[src/rtl/aes_gcm_instance_sequencer.sv]
// aes_gcm_instance_sequencer: issues INIT, AAD, TEXT and LEN beats for one GCM instance into a never-stalling pipeline.
module aes_gcm_instance_sequencer #(
   parameter int CNT_W = 16
) (
   input  logic             clk,
   input  logic             rst_n,
   input  logic             i_start,
   input  logic [0:127]     i_j0,
   input  logic [CNT_W-1:0] i_aad_blocks,
   input  logic [CNT_W-1:0] i_pt_blocks,
   input  logic             i_blk_valid,
   input  logic [0:127]     i_blk_data,
   output logic             o_blk_ready,
   output logic             o_issue,
   output logic [0:2]       o_phase,
   output logic             o_new_instance,
   output logic [0:127]     o_block,
   output logic [0:127]     o_j0,
   output logic [0:127]     o_encrypted_cb,
   output logic [0:127]     o_instance_size,
   output logic             o_busy,
   output logic             o_done
);
   typedef enum logic [1:0] {IDLE, AAD, TEXT, LEN} state_t;
   state_t           state_q, state_d;
   logic [CNT_W-1:0] aad_left_q, aad_left_d, pt_left_q, pt_left_d;
   logic [0:127]     next_cb_q, next_cb_d, block_q, block_d, j0_q, j0_d, cb_q, cb_d, size_q, size_d;
   logic             issue_q, issue_d, new_q, new_d, done_q, done_d, hs;
   logic [0:2]       phase_q, phase_d;
   function automatic logic [0:127] inc32(input logic [0:127] x);
      return {x[0:95], x[96:127] + 32'd1};
   endfunction
   assign o_blk_ready     = (state_q == AAD) || (state_q == TEXT);
   assign o_busy          = state_q != IDLE;
   assign hs              = i_blk_valid && o_blk_ready;
   assign o_issue         = issue_q;
   assign o_phase         = phase_q;
   assign o_new_instance  = new_q;
   assign o_block         = block_q;
   assign o_j0            = j0_q;
   assign o_encrypted_cb  = cb_q;
   assign o_instance_size = size_q;
   assign o_done          = done_q;
   always_comb begin
      state_d    = state_q;
      aad_left_d = aad_left_q;
      pt_left_d  = pt_left_q;
      next_cb_d  = next_cb_q;
      block_d    = block_q;
      j0_d       = j0_q;
      cb_d       = cb_q;
      size_d     = size_q;
      issue_d    = 1'b0;
      phase_d    = 3'd0;
      new_d      = 1'b0;
      done_d     = 1'b0;
      case (state_q)
         IDLE: if (i_start) begin
            issue_d    = 1'b1;
            phase_d    = 3'd1;
            new_d      = 1'b1;
            block_d    = '0;
            j0_d       = i_j0;
            cb_d       = i_j0;
            size_d     = {{(57-CNT_W){1'b0}}, i_aad_blocks, 7'd0, {(57-CNT_W){1'b0}}, i_pt_blocks, 7'd0};
            next_cb_d  = inc32(i_j0);
            aad_left_d = i_aad_blocks;
            pt_left_d  = i_pt_blocks;
            state_d    = (i_aad_blocks != '0) ? AAD : (i_pt_blocks != '0) ? TEXT : LEN;
         end
         AAD: if (hs) begin
            issue_d    = 1'b1;
            phase_d    = 3'd2;
            block_d    = i_blk_data;
            aad_left_d = aad_left_q - CNT_W'(1);
            if (aad_left_q == CNT_W'(1)) state_d = (pt_left_q != '0) ? TEXT : LEN;
         end
         TEXT: if (hs) begin
            issue_d   = 1'b1;
            phase_d   = 3'd3;
            block_d   = i_blk_data;
            cb_d      = next_cb_q;
            next_cb_d = inc32(next_cb_q);
            pt_left_d = pt_left_q - CNT_W'(1);
            if (pt_left_q == CNT_W'(1)) state_d = LEN;
         end
         LEN: begin
            issue_d = 1'b1;
            phase_d = 3'd4;
            block_d = size_q;
            done_d  = 1'b1;
            state_d = IDLE;
         end
         default: state_d = IDLE;
      endcase
   end
   always_ff @(posedge clk or negedge rst_n) begin
      if (!rst_n) begin
         state_q    <= IDLE;
         aad_left_q <= '0;
         pt_left_q  <= '0;
         next_cb_q  <= '0;
         block_q    <= '0;
         j0_q       <= '0;
         cb_q       <= '0;
         size_q     <= '0;
         issue_q    <= 1'b0;
         phase_q    <= 3'd0;
         new_q      <= 1'b0;
         done_q     <= 1'b0;
      end else begin
         state_q    <= state_d;
         aad_left_q <= aad_left_d;
         pt_left_q  <= pt_left_d;
         next_cb_q  <= next_cb_d;
         block_q    <= block_d;
         j0_q       <= j0_d;
         cb_q       <= cb_d;
         size_q     <= size_d;
         issue_q    <= issue_d;
         phase_q    <= phase_d;
         new_q      <= new_d;
         done_q     <= done_d;
      end
   end
endmodule

[config.mk]
export PLATFORM = sky130hd
export DESIGN_NAME = aes_gcm_instance_sequencer
export DESIGN_NICKNAME = d
export VERILOG_FILES = /design/src/rtl/aes_gcm_instance_sequencer.sv
export SDC_FILE = /design/constraint.sdc
export NUM_CORES = 1
export LEC_CHECK = 0
export BUFFER_PORTS_ARGS = -buffer_cell sky130_fd_sc_hd__clkbuf_2
export CAP_MARGIN = 5
export CORE_AREA = 5 5 311 313
export DETAILED_ROUTE_END_ITERATION = 10
export DIE_AREA = 0 0 316 318
export GPL_TIMING_DRIVEN = 0
export HOLD_SLACK_MARGIN = 0.05
export PLACE_DENSITY = 0.54
export SYNTH_ARGS = -nofsm -noshare
export SYNTH_HDL_FRONTEND = slang
export SYNTH_SLANG_ARGS = --single-unit
[constraint.sdc]
create_clock -name clk -period 8.54 [get_ports clk]
set_clock_uncertainty 0.15 [all_clocks]
set_input_delay 0.854 -clock clk [delete_from_list [all_inputs] [get_ports clk]]
set_output_delay 0.854 -clock clk [all_outputs]
set_load 0.02 [all_outputs]
==> out/metrics.yaml, run 1 <==
outcome:
  status: "complete, no violations"
logic_synthesis:
  synth_edf_count: 0
  synthFlopType: "dfrtp_1"
  syn_area_um2: 23200
  seq_area_frac_synth: 0.526
  synthCells: 2407
  yosys_warnings: 0
  ys_ff_latch: 487
  async_flop_share: 1.00
  synth.distinct_cells: 76
  avgSynthCellArea_um2: 9.63
die:
  fp-row-count: 113
  initial_core_util: 0.247
  core_area_um2: 94000
  dieWidth_um: 316
  dieHeight_um: 318
  die_area_um2: 100000
  ioPinCount: 812
finish:
  drive_above_1_share: 0.325
  final_core_utilization: 0.329
  syn2layout_area_growth_pct: 33.5
  layout_common_cells: "clkbuf_2 (715), nand2_1 (680), dfrtp_1 (487)"
  fin_cells: 4600
  layout_commonest_cell: "clkbuf_2"
  nNetsFinal: 3587
critical_path:
  cp_common_cell: "buf_2"
  path_class: "flip-flop to flip-flop"
  critPathBufInv: 7
  end_kind: "flip-flop"
  rrSetupSlack_ps: 3890
  crit_path_top_delay_cell: "nor4_1"
  slowest_delay_ps: 480
  path_cells: "inv_1, ha_1, buf_6, buf_6, buf_4, buf_2, buf_2, buf_2, mux2_2, ha_1, nand4b_1, a21oi_2, nand4_4, nor4_1, mux2i_1, a22oi_1"
  start_kind: "flip-flop"
  worst-path-max-fanout: 10
  reg2regPathDepth: 16
  crit_required_ps: 8890
  critPathTopFamily: "buffers and inverters"
  arrival_ps: 5000
  cp.depth: 16
global_route:
  grt_pass1_wl_um: 143000
  grt_max_degree: 102
  top_usage_layer: "met2"
  grt_usage: 0.188
  antenna_found_initial: 7
  overflow: 0
  met3_usage: 0.0552
  grtUsageMet2: 0.324
  grt.met1_usage: 0.227
  grt_pass1_vias: 21000
drt:
  dr.pass1.iters: 8
  vias_per_cell: 4.50
  drc: 0
  drt_iter0_markers: 1325
  dr_total_vias: 20700
  ant_nets: 0
  drt-total-wl_um: 98800
  routedWlPerCell_um: 21.5
timing:
  rsz0062_at_grt: "false"
  period_needed_ps: 4650
  tightest_slew_ps: 1120
  setup_violations: 0
  final-hold-violation-count: 0
  finalSetupTns_ps: 0
  slew_violations: 0
  fin_crit_sh: 0.545
  fmax_mhz: 215
  slew_headroom: 0.253
clock_tree:
  clkTransAtPathRegs_ps: 60
  ctsResizeCount: 0
  cts_htree_levels: 2
  cts_tree: "yes"
  postCtsSetupRepairBufs: 0
  clock_sinks: 487
  clock_latency_ps: 660
  root_buffer: "clkbuf_16"
  cts_made_buffers: 60
  clockBufferDepth: 3
placement:
  numPortBuffers: 714
  gp_congestion: 0.859
  placed_cells: 4487
  dp_hpwl_um: 75800
worst_hold_path:
  worstHoldPathType: "input pin to flip-flop"
  hold_depth: 3
power_and_ir_drop:
  p_leak_nw: 15.7
  peakVddDrop_mv: 0.192
  power.density_cell_area_nw_per_um2: 431
job:
  maxCapViolCount: 0
==> registers in the layout (all words and copies together), names as in the netlist, 2 cells and up <==
| name | count |
|---|---|
| o_j0 | 127 |
| o_block | 128 |
| o_phase | 2 |
| aad_left_q | 16 |
| o_encrypted_cb | 128 |
| next_cb_q | 33 |
| o_instance_size | 32 |
| state_q | 2 |
| pt_left_q | 16 |
==> worst paths after layout <==
| path | from | to |
|---|---|---|
| worst max-delay path | state_q[0] | next_cb_q[99] |
| worst min-delay path | i_j0[35] | o_j0[35] |
| worst max register to register | state_q[0] | next_cb_q[99] |
| worst min register to register | o_encrypted_cb[95] | o_encrypted_cb[95] |
| max in group asynchronous | rst_n | o_encrypted_cb[38] |
| min in group asynchronous | rst_n | o_j0[127] |
==> through the flow <==
| stage | worst slack, ps | hold slack (ps) | cell area [µm²] | power (W) |
|---|---|---|---|---|
| 2_1_floorplan | 5020 | 300 | 23500 | 0.00806 |
| 3_3_place_gp | -5820 | 305 | 28700 | 0.0107 |
| 3_5_place_dp | 3750 | 315 | 28900 | 0.0108 |
| 4_1_cts | 3870 | 191 | 30900 | 0.0136 |
| 5_1_grt | 3590 | 222 | 30900 | 0.0142 |
| 6_report | 3890 | 260 | 30900 | 0.0134 |
==> where the power goes <==
group          internal (W)  switching (W)
Sequential          0.00342       0.000837
Clock               0.00161        0.00110
Combinational       0.00215        0.00424
Total               0.00718        0.00617
==> layout make-up <==
type / instances / area, µm²
plain buffers: 343 / 2080
flip-flops and latches: 487 / 12200
fillers: 9875 / 63100
clock buffers: 83 / 1720
inverters: 16 / 60.1
diodes: 2 / 5.00
multi-input cells: 1656 / 9210
clock inverters: 27 / 349
well taps: 1265 / 1580
repair buffers: 721 / 3740
==> worst reg2reg max path, stage by stage (launching register included) <==
cell	delay (ps)
dfrtp_1	420
inv_1	120
ha_1	180
buf_6	160
buf_6	190
buf_4	210
buf_2	300
buf_2	360
buf_2	430
mux2_2	240
ha_1	220
nand4b_1	190
a21oi_2	260
nand4_4	270
nor4_1	480
mux2i_1	240
a22oi_1	100
==> synthesized netlist by cell type (19+ instances only) <==
cell type / instances / share of area
a22oi_1: 36 / 0.012
mux2i_1: 134 / 0.058
nand3_1: 37 / 0.0080
nand2_1: 680 / 0.11
buf_1: 19 / 0.0031
xnor2_1: 27 / 0.010
a21oi_1: 51 / 0.011
dfrtp_1: 487 / 0.53
o21ai_0: 191 / 0.041
nor2_1: 61 / 0.0099
clkbuf_1: 95 / 0.015
a22o_1: 97 / 0.037
buf_2: 29 / 0.0063
buf_4: 196 / 0.063
==> cells by family (layout without fill, tap and decap cells) <==
logic type      count (synthesis)  in the layout  share of synthesized area
compound gates                469            469                      0.134
fa+ha+maj                      10             10                    0.00540
other cells                     1             98                   0.000162
flops                         487            487                      0.526
mux                           145            145                     0.0632
simple gates                  897            897                      0.164
buf+inv                       359           1190                     0.0925
xor+xnor                       39             39                     0.0147
==> metal layers <==
metal  wire length, µm  up-vias
li1                  -     9713
met1             39200    10000
met2             48200      799
met3              8110      167
met4              3300        6
met5                30        -
==> repair_timing <==
action,CTS,global route
endpoints found under the setup margin,0,0
endpoints found under the hold margin,62,0
hold buffers,1,0
No activity file was read; power rests on OpenSTA's default activity.
==> run 2, diff against run 1 <==
- ABC_AREA: not set -> 1
- CORE_AREA: 5 5 311 313 -> 5 5 310 312
- DIE_AREA: 0 0 316 318 -> 0 0 315 317
- PLACE_DENSITY: 0.54 -> 0.55
- clock period: 8.54 -> 3.78 ns (I/O delays scaled with it)
==> run 2 against run 1 <==
Net effect: power grew 130%; register-to-register slack got worse by 3600 ps; wire length rose by 9.3%; critical path type unchanged; critical endpoint is now o_j0[92].
==> out/metrics.yaml, run 2 <==
logic_synthesis:
  syn_area_um2: 23000  # -0.76%
  synthMuxAreaShare: 0  # -0.0632
  synth-compound-area-share: 0.108  # -0.0264
  yosysTopAreaCell: "dfrtp_1"
  yosys_warnings: 0  # unchanged
  ys_ff_latch: 487  # unchanged
  synth_edf_count: 0  # unchanged
  synth_xor_area_frac: 0.00533  # -0.00941
  synth_top_family_by_area: "simple AND/OR/NAND/NOR gates"
  avgSynthCellArea_um2: 8.53  # -11%
  synth_fa_ha_area_frac: 0.00544  # +0.0000414
  synthCells: 2696  # +12%
  synthFlopType: "dfrtp_1"
  synth_commonest_cells: "nand2_1 (976), dfrtp_1 (487), nor2_1 (219), buf_4 (195), a22o_1 (116)"
  synth_top_area_frac: 0.530  # +0.00403
  seq_area_frac_synth: 0.530  # +0.00403
  synth.distinct_cells: 47  # -38%
  synthSimpleGateAreaFrac: 0.244  # +0.0800
  yosys-top-cells-area: "dfrtp_1 (53%), nand2_1 (16%), buf_4 (6.4%)"
  async_flop_share: 1.00  # unchanged
  yosysMostFrequentCell: "nand2_1"
finish:
  nNetsFinal: 4165  # +16%
  multi_input_area_um2: 8700  # -5.5%
  fin_cells: 5173  # +12%
  n_fill_cell: 9576  # -3.0%
  final_core_utilization: 0.364  # +0.0347
  syn2layout_area_growth_pct: 46.7
  layout_commonest_cell: "nand2_1"
  layout_common_cells: "nand2_1 (976), clkbuf_2 (714), dfrtp_1 (487)"
  drive_above_1_share: 0.290  # -0.0350
  regArea_um2: 12200  # unchanged
placement:
  numPortBuffers: 715  # +0.14%
  gp_congestion: 0.881  # +2.6%
  dp_hpwl_um: 82700  # +9.0%
  place_ws_ps: 181  # -3560 ps
  placed_cells: 4767  # +6.2%
clock_tree:
  clock_sinks: 487  # unchanged
  clock_latency_ps: 640  # -20 ps
  cts_tree: "yes"
  clkTransAtPathRegs_ps: 70  # about the same
  root_buffer: "clkbuf_16"
  cts_made_buffers: 58  # -3.3%
  cts_htree_levels: 2  # unchanged
  postCtsSetupRepairBufs: 0  # unchanged
  clockBufferDepth: 3  # unchanged
global_route:
  overflow: 0  # unchanged
  grt_pass1_vias: 22800  # +8.6%
  grt_pass1_wl_um: 154000  # +7.6%
  antenna_found_initial: 19  # +12
  grt_max_degree: 107  # +4.9%
  grt_usage: 0.206  # +0.0173
die:
  ioPinCount: 812  # unchanged
  dieWidth_um: 315  # -0.32%
  fp-row-count: 112  # -0.88%
  dieHeight_um: 317  # -0.31%
  die_area_um2: 99900  # -0.63%
  initial_core_util: 0.248  # +0.00143
  core_area_um2: 92800  # -1.3%
critical_path:
  crit_required_ps: 4190  # -4700 ps
  path_class: "flip-flop to flip-flop"
  start_kind: "flip-flop"
  end_kind: "flip-flop"
  reg2reg_from: "state_q[0]"
  worst-path-max-fanout: 10  # unchanged
  worstSetupStartpoint: "state_q[0]"
  reg2regPathDepth: 7  # -9
  arrival_ps: 3900  # -1100 ps
  rrSetupSlack_ps: 290  # -3600 ps
outcome:
  status: "complete, no violations"
drt:
  drt-total-wl_um: 108000  # +9.3%
  ant_nets: 0  # unchanged
  drc: 0  # unchanged
  drt_iter0_markers: 1717  # +30%
  vias_per_cell: 4.41  # -2.0%
  dr.pass1.iters: 5  # -3
  dr_total_vias: 22800  # +10%
  routedWlPerCell_um: 20.9  # -2.8%
power_and_ir_drop:
  power.density_cell_area_nw_per_um2: 901  # +110%
  peakVddDrop_mv: 0.476  # +150%
  p_leak_nw: 17.6  # +12%
  power_w: 0.0304  # +130%
timing:
  slew_headroom: 0.121  # -0.132
  setup_violations: 0  # unchanged
  rsz0062_at_grt: "false"
  finalSetupTns_ps: 0  # unchanged
  fin_ws_ps: 288  # -3600 ps
  tightest_slew_ps: 1320  # +198 ps
  period_needed_ps: 3490  # -1160 ps
  fin_crit_sh: 0.924  # +0.379
  fmax_mhz: 286  # +33%
  slew_violations: 0  # unchanged
  final-hold-violation-count: 0  # unchanged
worst_hold_path:
  worstHoldPathType: "input pin to flip-flop"
  min-delay-start: "i_blk_data[120]"
  hold_depth: 4  # +1
job:
  maxCapViolCount: 0  # unchanged
## run 2: cell types whose count changed after synthesis, sizes merged, moves of 16 or more
| cell | previous run | this run |
|---|---|---|
| inv | 16 | 95 |
| xnor2 | 27 | 1 |
| nor4 | 20 | 4 |
| mux2i | 134 | 0 |
| nand3 | 39 | 105 |
| clkbuf | 96 | 80 |
| a21oi | 52 | 19 |
| a22oi | 40 | 1 |
| o21ai | 192 | 103 |
| nand2 | 680 | 1005 |
| nor2 | 61 | 240 |
| a31oi | 6 | 101 |
| a22o | 97 | 116 |
## run 2: routing by layer
| metal | routed length [µm] | up-vias | GRT usage | part of all wire |
|---|---|---|---|---|
| met5 | 79 | - | 0 | 0.00073 |
| met4 | 4220 | 12 | 0.0770 | 0.039 |
| met3 | 8020 | 176 | 0.0514 | 0.074 |
| met2 | 54400 | 892 | 0.372 | 0.50 |
| met1 | 41400 | 10900 | 0.234 | 0.38 |
| li1 | - | 10800 | - | - |
## run 2: metrics by stage
stage	hold WS, ps	area (µm²)
2_1_floorplan	-67.6	23400
3_3_place_gp	308	28500
3_5_place_dp	270	28700
4_1_cts	53.5	33700
5_1_grt	69.4	33700
6_report	71.2	33700
## run 2: path summary, 6_finish.rpt
kind | to
min in group asynchronous | o_j0[17]
worst max register to register | o_j0[92]
max in group asynchronous | aad_left_q[8]
worst max-delay path | o_j0[92]
worst min-delay path | o_block[120]
worst min register to register | o_block[115]
## run 2: cell type report
class | count | share of cell area
multi-input combinational | 1867 | 0.258
timing repair buffer | 1012 | 0.197
antenna | 8 | 0.000593
tap | 1254 | 0.0465
clock inverter | 25 | 0.0116
inverter | 98 | 0.0110
clock buffer | 83 | 0.0518
sequential | 487 | 0.361
buffer | 339 | 0.0622
## run 2: critical path: stages (launching register included)
cell      delay (ps)
dfrtp_1          410
inv_1            100
ha_1             340
nand2_1          330
clkbuf_1        1010
buf_1            830
nand2_1          110
nand2_1          100
## run 2: timing repair
item / 4_1_cts / 5_1_grt
hold buffers: 290 / 0
resized for setup: 0 / 0
hold endpoints to repair: 510 / 0
## run 2: report_power, final
group	internal [W]	total [W]	switching, W
registers	0.00765	0.00938	0.00173
logic	0.00476	0.0147	0.00996
clock network	0.00389	0.00632	0.00244
## run 2: logic make-up after synthesis
group / Yosys count
AO/OA/AOI/OAI: 368
other: 1
XOR/XNOR: 14
buffers and inverters: 437
flip-flops: 487
adder cells (fa/ha/maj): 10
AND/OR/NAND/NOR: 1379
==> run 3, diff against run 2 <==
- PLACE_DENSITY: 0.55 -> 0.43
==> run 3 against run 2 <==
Net effect: setup slack improved by 200 ps; via count fell by 1.7%; clock power shrank 6.5%; final area shrank 0.42%; critical path depth stayed put; fmax rose by 6.2%; global-route usage is 0.53 points higher; largest cell class unchanged; largest power group unchanged.
==> out/metrics.yaml, run 3 (synthesized netlist as in run 2, its figures left out) <==
placement:
  dpl_cell_area_um2: 28700  # about the same
  placed_cells: 4767  # unchanged
  dp_hpwl_um: 85100  # +3.0%
  place_ws_ps: 427  # +246 ps
  numPortBuffers: 715  # unchanged
  gp_congestion: 0.870  # -1.2%
power_and_ir_drop:
  power.density_cell_area_nw_per_um2: 895  # -0.74%
  p_leak_nw: 17.5  # -0.38%
  peakVddDrop_mv: 0.452  # -5.1%
  power_w: 0.0301  # -1.2%
critical_path:
  worst-path-max-fanout: 10  # unchanged
  arrival_ps: 3660  # -240 ps
  end_kind: "flip-flop"
  crit_required_ps: 4150  # -40 ps
  path_class: "flip-flop to flip-flop"
  start_kind: "flip-flop"
finish:
  multi_input_area_um2: 8700  # unchanged
  drive_above_1_share: 0.288  # -0.00175
  n_fill_cell: 9885  # +3.2%
  nNetsFinal: 4166  # +0.024%
  syn2layout_area_growth_pct: 46.1
  layout_commonest_cell: "nand2_1"
  fin_cells: 5168  # -0.097%
  stdcell_area_um2: 33600  # -0.42%
  regArea_um2: 12200  # unchanged
  layout_common_cells: "nand2_1 (976), clkbuf_2 (714), dfrtp_1 (487)"
timing:
  tightest_slew_ps: 1260  # -63.2 ps
  final-hold-violation-count: 0  # unchanged
  fin_ws_ps: 492  # +205 ps
  slew_violations: 0  # unchanged
  period_needed_ps: 3290  # -205 ps
  slew_headroom: 0.163  # +0.0421
  fmax_mhz: 304  # +6.2%
  setup_violations: 0  # unchanged
  fin_crit_sh: 0.870  # -0.0541
  rsz0062_at_grt: "false"
  finalSetupTns_ps: 0  # unchanged
drt:
  dr_total_vias: 22400  # -1.7%
  drc: 0  # unchanged
  dr.pass1.iters: 5  # unchanged
  drt_iter0_markers: 1324  # -23%
  ant_nets: 0  # unchanged
  drt-total-wl_um: 110000  # +1.6%
  routedWlPerCell_um: 21.2  # +1.7%
  vias_per_cell: 4.34  # -1.6%
clock_tree:
  clock_sinks: 487  # unchanged
  root_buffer: "clkbuf_16"
  cts_tree: "yes"
  clkTransAtPathRegs_ps: 60  # about the same
  clock_latency_ps: 620  # -20 ps
  postCtsSetupRepairBufs: 0  # unchanged
  clockBufferDepth: 3  # unchanged
  cts_htree_levels: 2  # unchanged
  cts_made_buffers: 59  # +1.7%
global_route:
  grt_max_degree: 98  # -8.4%
  grt_pass1_vias: 23000  # +0.86%
  antenna_found_initial: 18  # -1
  overflow: 0  # unchanged
  grt_usage: 0.211  # +0.00534
  grt_pass1_wl_um: 158000  # +2.6%
die:
  initial_core_util: 0.248  # unchanged
  dieWidth_um: 315  # unchanged
  fp-row-count: 112  # unchanged
  die_area_um2: 99900  # unchanged
  ioPinCount: 812  # unchanged
  dieHeight_um: 317  # unchanged
  core_area_um2: 92800  # unchanged
worst_hold_path:
  worstHoldPathType: "input pin to flip-flop"
outcome:
  status: "complete, no violations"
job:
  maxCapViolCount: 0  # unchanged
[run 3: cell types whose count changed in the layout (fill, tap and decap cells not counted), sizes merged]
cell,change
diode,-1
clkbuf,+3
clkinv,-1
clkinvlp,-1
bufinv,-5
[run 3: final cells by class]
type / count / area share
Sequential cell: 487 / 0.363
Multi-Input combinational cell: 1867 / 0.259
Timing Repair Buffer: 1012 / 0.199
Buffer: 339 / 0.0625
Clock buffer: 86 / 0.0521
Tap cell: 1254 / 0.0467
Inverter: 98 / 0.0110
Clock inverter: 18 / 0.00674
Antenna cell: 7 / 0.000521
[run 3: worst max-delay path, cell delays in order (launching register included)]
cell and delay (ps):
dfrtp_1 390, inv_1 100, ha_1 310, nand2_1 280, clkbuf_1 960, clkbuf_1 720
nand2_1 140, o21ai_0 120
[run 3: worst paths after layout]
path / startpoint / depth (start not counted) / endpoint / slack (ps)
max: state_q[0] / 7 / o_j0[98] / 490
min: i_blk_data[120] / 4 / o_block[120] / 60
max reg2reg: state_q[0] / 7 / o_j0[98] / 490
min reg2reg: next_cb_q[96] / 2 / next_cb_q[96] / 320
max in group asynchronous: rst_n / 4 / o_block[69] / 1930
min in group asynchronous: rst_n / 2 / o_j0[17] / 110
[run 3: metal layers]
layer	GRT usage	routed length [µm]	vias up
met2	0.372	54100	760
met3	0.0659	9080	176
met5	0	101	-
met1	0.243	42300	10600
li1	-	-	10800
met4	0.0729	4190	16
[run 3: timing repair]
item / 4_1_cts / 5_1_grt
hold buffers: 290 / 0
hold endpoints to repair: 643 / 0
setup endpoints to repair: 0 / 0
resized for setup: 0 / 0
[run 3: power by group]
part	internal (W)	total (W)	switching [W]
sequential	0.00765	0.00937	0.00172
combinational	0.00477	0.0148	0.0100
clock	0.00352	0.00591	0.00239
total	0.0159	0.0301	0.0141
[run 3: stage by stage]
| step | hold WS (ps) | utilization |
|---|---|---|
| after global placement | 310 | 0.307 |
| after detailed placement | 207 | 0.309 |
| after floorplan | -67.6 | - |
| after global routing | 105 | 0.362 |
| final | 64.2 | 0.362 |
| after CTS | 67.1 | 0.362 |
